### config.mk
export PLATFORM = sky130hd
export DESIGN_NAME = button_conditioner
export DESIGN_NICKNAME = d
export VERILOG_FILES = /design/src/rtl/button_conditioner_pkg.sv /design/src/rtl/button_conditioner_debounce_channel.sv /design/src/rtl/button_conditioner.sv
export SDC_FILE = /design/constraint.sdc
export NUM_CORES = 1
export LEC_CHECK = 0
export ABC_AREA = 1
export CAP_MARGIN = 20
export CORE_UTILIZATION = 37
export DETAILED_ROUTE_END_ITERATION = 8
export PLACE_DENSITY = 0.56
export SLEW_MARGIN = 20
export SYNTH_ARGS = -nofsm -noshare
export SYNTH_HDL_FRONTEND = slang
export SYNTH_SLANG_ARGS = --single-unit
export TNS_END_PERCENT = 50
### constraint.sdc
create_clock -name clk -period 2.6 [get_ports clk]
set_input_delay 0.39 -clock clk [delete_from_list [all_inputs] [get_ports clk]]
set_output_delay 0.39 -clock clk [all_outputs]
set_load 0.01 [all_outputs]
### src/rtl/button_conditioner_pkg.sv
// Shared debounce FSM encoding and default timing constants for button_conditioner.
package button_conditioner_pkg;

   typedef enum logic [1:0] {
      RELEASED     = 2'd0,
      PRESS_WAIT   = 2'd1,
      PRESSED      = 2'd2,
      RELEASE_WAIT = 2'd3
   } deb_state_t;

   localparam int DEF_DEBOUNCE_CYCLES = 16;
   localparam int DEF_REPEAT_DELAY    = 64;
   localparam int DEF_REPEAT_PERIOD   = 32;

endpackage

### src/rtl/button_conditioner_debounce_channel.sv
// One button: 2-FF sync + debounce FSM; raw_pulse is combinational (registered by the top), held tracks the debounced level.
// No backpressure; BUTTON_REPEAT_EN adds an auto-repeat counter that re-fires raw_pulse while PRESSED.
module debounce_channel
   import button_conditioner_pkg::*;
#(
   parameter int DEBOUNCE_CYCLES = DEF_DEBOUNCE_CYCLES,
   parameter int REPEAT_DELAY    = DEF_REPEAT_DELAY,
   parameter int REPEAT_PERIOD   = DEF_REPEAT_PERIOD
) (
   input  logic clk,
   input  logic rst,
   input  logic btn_raw,
   output logic raw_pulse,
   output logic held
);

   localparam int CW = $clog2(DEBOUNCE_CYCLES) + 1;
   localparam logic [CW-1:0] CNT_LAST = CW'(DEBOUNCE_CYCLES - 1);

   logic          sync_meta;
   logic          sync;
   deb_state_t    state;
   logic [CW-1:0] cnt;
   logic          press_pulse;

   always_ff @(posedge clk) begin
      if (rst) begin
         sync_meta <= 1'b0;
         sync      <= 1'b0;
      end else begin
         sync_meta <= btn_raw;
         sync      <= sync_meta;
      end
   end

   always_ff @(posedge clk) begin
      if (rst) begin
         state <= RELEASED;
         cnt   <= '0;
      end else begin
         case (state)
            RELEASED: begin
               if (sync) begin
                  state <= PRESS_WAIT;
                  cnt   <= CW'(1);
               end
            end
            PRESS_WAIT: begin
               if (!sync) begin
                  state <= RELEASED;
                  cnt   <= '0;
               end else if (cnt == CNT_LAST) begin
                  state <= PRESSED;
                  cnt   <= '0;
               end else begin
                  cnt <= cnt + 1'b1;
               end
            end
            PRESSED: begin
               if (!sync) begin
                  state <= RELEASE_WAIT;
                  cnt   <= CW'(1);
               end
            end
            RELEASE_WAIT: begin
               if (sync) begin
                  state <= PRESSED;
                  cnt   <= '0;
               end else if (cnt == CNT_LAST) begin
                  state <= RELEASED;
                  cnt   <= '0;
               end else begin
                  cnt <= cnt + 1'b1;
               end
            end
            default: begin
               state <= RELEASED;
               cnt   <= '0;
            end
         endcase
      end
   end

   // Asserted in the cycle the FSM commits to PRESSED, so the top's register lands on the same edge as held.
   assign press_pulse = (state == PRESS_WAIT) && sync && (cnt == CNT_LAST);
   assign held        = (state == PRESSED) || (state == RELEASE_WAIT);

`ifdef BUTTON_REPEAT_EN
   localparam int RPT_MAX = (REPEAT_DELAY > REPEAT_PERIOD) ? REPEAT_DELAY : REPEAT_PERIOD;
   localparam int RW      = $clog2(RPT_MAX + 1);

   logic [RW-1:0] rpt_cnt;
   logic          rpt_first;
   logic          rpt_fire;

   // rpt_cnt counts cycles since the last pulse; it freezes in RELEASE_WAIT so a short release resumes the cadence.
   assign rpt_fire = (state == PRESSED) &&
                     (rpt_cnt == (rpt_first ? RW'(REPEAT_DELAY) : RW'(REPEAT_PERIOD)));

   always_ff @(posedge clk) begin
      if (rst || state == RELEASED) begin
         rpt_cnt   <= '0;
         rpt_first <= 1'b1;
      end else if (press_pulse) begin
         rpt_cnt   <= RW'(1);
         rpt_first <= 1'b1;
      end else if (rpt_fire) begin
         rpt_cnt   <= RW'(1);
         rpt_first <= 1'b0;
      end else if (state == PRESSED) begin
         rpt_cnt <= rpt_cnt + 1'b1;
      end
   end

   assign raw_pulse = press_pulse | rpt_fire;
`else
   localparam int unused_repeat_cfg = REPEAT_DELAY + REPEAT_PERIOD;

   assign raw_pulse = press_pulse;
`endif

endmodule

### src/rtl/button_conditioner.sv
// Up/down button conditioner: two debounce channels, up-over-down arbitration, registered pulses; latency DEBOUNCE_CYCLES+1 edges.
// No backpressure (pulses are fire-and-forget); BUTTON_REPEAT_EN enables auto-repeat while held.
module button_conditioner
   import button_conditioner_pkg::*;
#(
   parameter int DEBOUNCE_CYCLES = DEF_DEBOUNCE_CYCLES,
   parameter int REPEAT_DELAY    = DEF_REPEAT_DELAY,
   parameter int REPEAT_PERIOD   = DEF_REPEAT_PERIOD
) (
   input  logic clk,
   input  logic rst,
   input  logic up_raw,
   input  logic down_raw,
   output logic up_pulse,
   output logic down_pulse,
   output logic up_held,
   output logic down_held
);

   logic up_raw_pulse;
   logic down_raw_pulse;

   debounce_channel #(
      .DEBOUNCE_CYCLES (DEBOUNCE_CYCLES),
      .REPEAT_DELAY    (REPEAT_DELAY),
      .REPEAT_PERIOD   (REPEAT_PERIOD)
   ) u_up (
      .clk       (clk),
      .rst       (rst),
      .btn_raw   (up_raw),
      .raw_pulse (up_raw_pulse),
      .held      (up_held)
   );

   debounce_channel #(
      .DEBOUNCE_CYCLES (DEBOUNCE_CYCLES),
      .REPEAT_DELAY    (REPEAT_DELAY),
      .REPEAT_PERIOD   (REPEAT_PERIOD)
   ) u_down (
      .clk       (clk),
      .rst       (rst),
      .btn_raw   (down_raw),
      .raw_pulse (down_raw_pulse),
      .held      (down_held)
   );

   // A coincident down pulse is dropped outright rather than queued behind up.
   always_ff @(posedge clk) begin
      if (rst) begin
         up_pulse   <= 1'b0;
         down_pulse <= 1'b0;
      end else begin
         up_pulse   <= up_raw_pulse;
         down_pulse <= down_raw_pulse & ~up_raw_pulse;
      end
   end

endmodule
==> flow_metrics.tcl <==
set metrics [dict create \
    postRouteAntennaNets 0 \
    finalCriticalPeriod_ns 1.78 \
    p_total_uw 526 \
    synth-main-ff-cell "dfxtp_1" \
    fmax_ghz 0.563 \
    slew_violations 0 \
    setup_tns_ns 0 \
    path_clk_slew_ns 0.11 \
    ys_types 19 \
    synth_area_leaders "dfxtp_1 (45%), nand2_1 (10%), inv_1 (7.5%)" \
    ctsHoldBuffers 0 \
    fillers 246 \
    gp_congestion 0.873 \
    path_cells "clkdlybuf4s50_1" \
    post_cts_buffers 0 \
    synth_edf_count 0 \
    whs_path_depth 2 \
    grt_max_degree 14 \
    path_depth 1 \
    synth_top_area_share_pct 44.6 \
    worstReg2RegStart "u_up.cnt[0]" \
    vias 764 \
    ys_ff_latch 20 \
    hold_viol_final 0 \
    path_class "flop to output port" \
    ys_seq_area_share_pct 44.6 \
    drt-total-wl_um 1660 \
    pwr-share-comb_pct 5.1 \
    rsz0062_at_grt "false" \
    power.switching_uw 118 \
    n_antenna_cell 0 \
    syn_inst 126 \
    first_global_vias 738 \
    power_density_nw_per_um2 511 \
    switching_share_pct 22.4 \
    die_h_um 51.3 \
    yosysMostFrequentCell "nand2_1" \
    core_area_um2 2250 \
    cts_buffers 3 \
    cts_tree "done" \
    clock_sink_count 20 \
    cts-resized-gates 0 \
    p_leak_uw 0.000432 \
    critPathMaxStageDelay_ns 0.60 \
    syn-num-nets 132 \
    htree_levels 1 \
    cp_top_family "buffers and inverters" \
    wire_per_inst_um 10.3 \
    slowest_stage "clkdlybuf4s50_1" \
    synth_top_area_cell "dfxtp_1" \
    peakVddDrop_mv 0.402 \
    pwr-share-clk_pct 34.7 \
    grt_overflow 0 \
    crit_buf_inv 1 \
    drc 0 \
    cts-root-buf "clkbuf_4" \
    status "completed" \
    drt_pass1_iterations 5 \
    grt_pass1_wl_um 2970 \
    area_delta_synth_final_pct 14.5 \
    clkLatencyLatePin_ns 0.30 \
    synthTopCellsByCount "nand2_1 (25), dfxtp_1 (20), inv_1 (18), nor2_1 (18), a21oi_1 (8)" \
    reg2reg_depth 8 \
    antenna_found_initial 0 \
    num_io_pins 8 \
    final-setup-viol-count 0 \
    grt_usage_pct 15.2 \
    hold_start "u_up.sync_meta" \
    r2r_slack_ns 1.22 \
    relSlewSlack_pct 70.4 \
    initial_utilization_pct 39.8 \
    place_hpwl_um 1250 \
    hold_path.class "flop to flop" \
    die_x_um 51.3 \
    vias_per_cell 4.72 \
    final_nets 141 \
    num_rows 17 \
    arrival_ns 1.39 \
    portBuffers 7 \
    fin_skew_ns 0.00590 \
    yosys_warnings 0 \
    finalCritPeriodShare_pct 68.3 \
    whs_endpoint "u_up.sync" \
    netlist_area_um2 898 \
    avgSynthCellArea_um2 7.13 \
    required_ns 2.21 \
    endpoint_kind "output port" \
    worstSetupStartpointType "flop" \
    drive_gt1_share_pct 8.21 \
    async_flop_share_pct 0 \
    drtIter0Drc 16 \
    clockBufferDepth 2 \
    max-cap-violations 0 \
    fp.dieArea_um2 2630 \
    critPathMaxFanout 7 \
    tightest_slew_ns 0.443 \
    p_seq_share_pct 60.3 \
    p_int_uw 408 \
]
-- metal layers --
| layer | vias to the layer above | track usage (%) | wire length [um] |
|---|---|---|---|
| met4 | 0 | 9.01 | 27 |
| met3 | 4 | 2.98 | 42 |
| met1 | 334 | 19.0 | 912 |
| li1 | 414 | - | - |
| met5 | - | 0 | 0 |
| met2 | 12 | 23.9 | 683 |
-- power groups by stage --
stage / sequential, uW / clock, uW / combinational, uW
final: 317 / 182 / 26.7
after global routing: 318 / 203 / 30.6
after CTS: 317 / 185 / 26.9
after detailed placement: 324 / 0 / 26.8
after global placement: 324 / 0 / 26.4
after floorplan: 322 / 0 / 18.2
-- registers in the layout, summed over array words and instances (netlist names), named ones only --
name	cells
u_down.cnt	5
u_up.cnt	5
down_pulse	1
u_down.state	1
u_down.sync	1
u_down.sync_meta	1
u_up.state	1
u_up.sync	1
u_up.sync_meta	1
up_pulse	1
-- worst max-delay path by stage --
| stage | slack [ns] | endpoint | startpoint |
|---|---|---|---|
| floorplan | 1.42 | flop | u_up.cnt[0] |
| global placement | 0.95 | u_up.cnt[0] | rst |
| detailed placement | 0.92 | u_up.cnt[0] | rst |
| CTS | 0.81 | down_held | flop |
| global route | 0.77 | down_held | flop |
| finish | 0.82 | down_held | flop |
-- logic make-up (layout without fill, tap and decap cells) --
group	after synthesis	count (layout)	synth area share, %
fa+ha+maj	2	2	2.79
simple gates	64	64	32.9
buf+inv	23	31	9.61
compound gates	16	16	9.19
flops	20	20	44.6
xor+xnor	1	1	0.975
-- cell usage in the layout, fill, tap and decap left out --
master	instances
nand2_1	25
dfxtp_1	20
inv_1	18
nor2_1	18
a21oi_1	8
o21ai_0	7
nand3_1	7
clkdlybuf4s50_1	7
nand4_1	5
nor3_1	3
clkbuf_4	3
nand2_2	2
inv_2	2
ha_1	2
a211oi_1	1
xor2_1	1
nand3_4	1
and3_1	1
nand3_2	1
or2_2	1
clkbuf_8	1
-- per-stage QoR --
stage          hold slack [ns]  utilization [%]  cells  cell area [um^2]  setup WS, ns
2_1_floorplan            0.388                -    126               898          1.42
3_3_place_gp             0.393             44.0    158               992         0.947
3_5_place_dp             0.400             44.0    158               992         0.918
4_1_cts                  0.418             45.6    162              1030         0.811
5_1_grt                  0.437             45.6    162              1030         0.768
6_report                 0.414             45.6    162              1030         0.825
-- area by class of cell --
type / instances / area [um^2] / area share, %
Sequential cell: 20 / 400 / 38.9
Inverter: 20 / 75.1 / 7.30
Tap cell: 28 / 35.0 / 3.41
Clock buffer: 4 / 36.3 / 3.53
Multi-Input combinational cell: 83 / 412 / 40.0
Timing Repair Buffer: 7 / 70.1 / 6.81
Power figures use the tool's default switching activity.
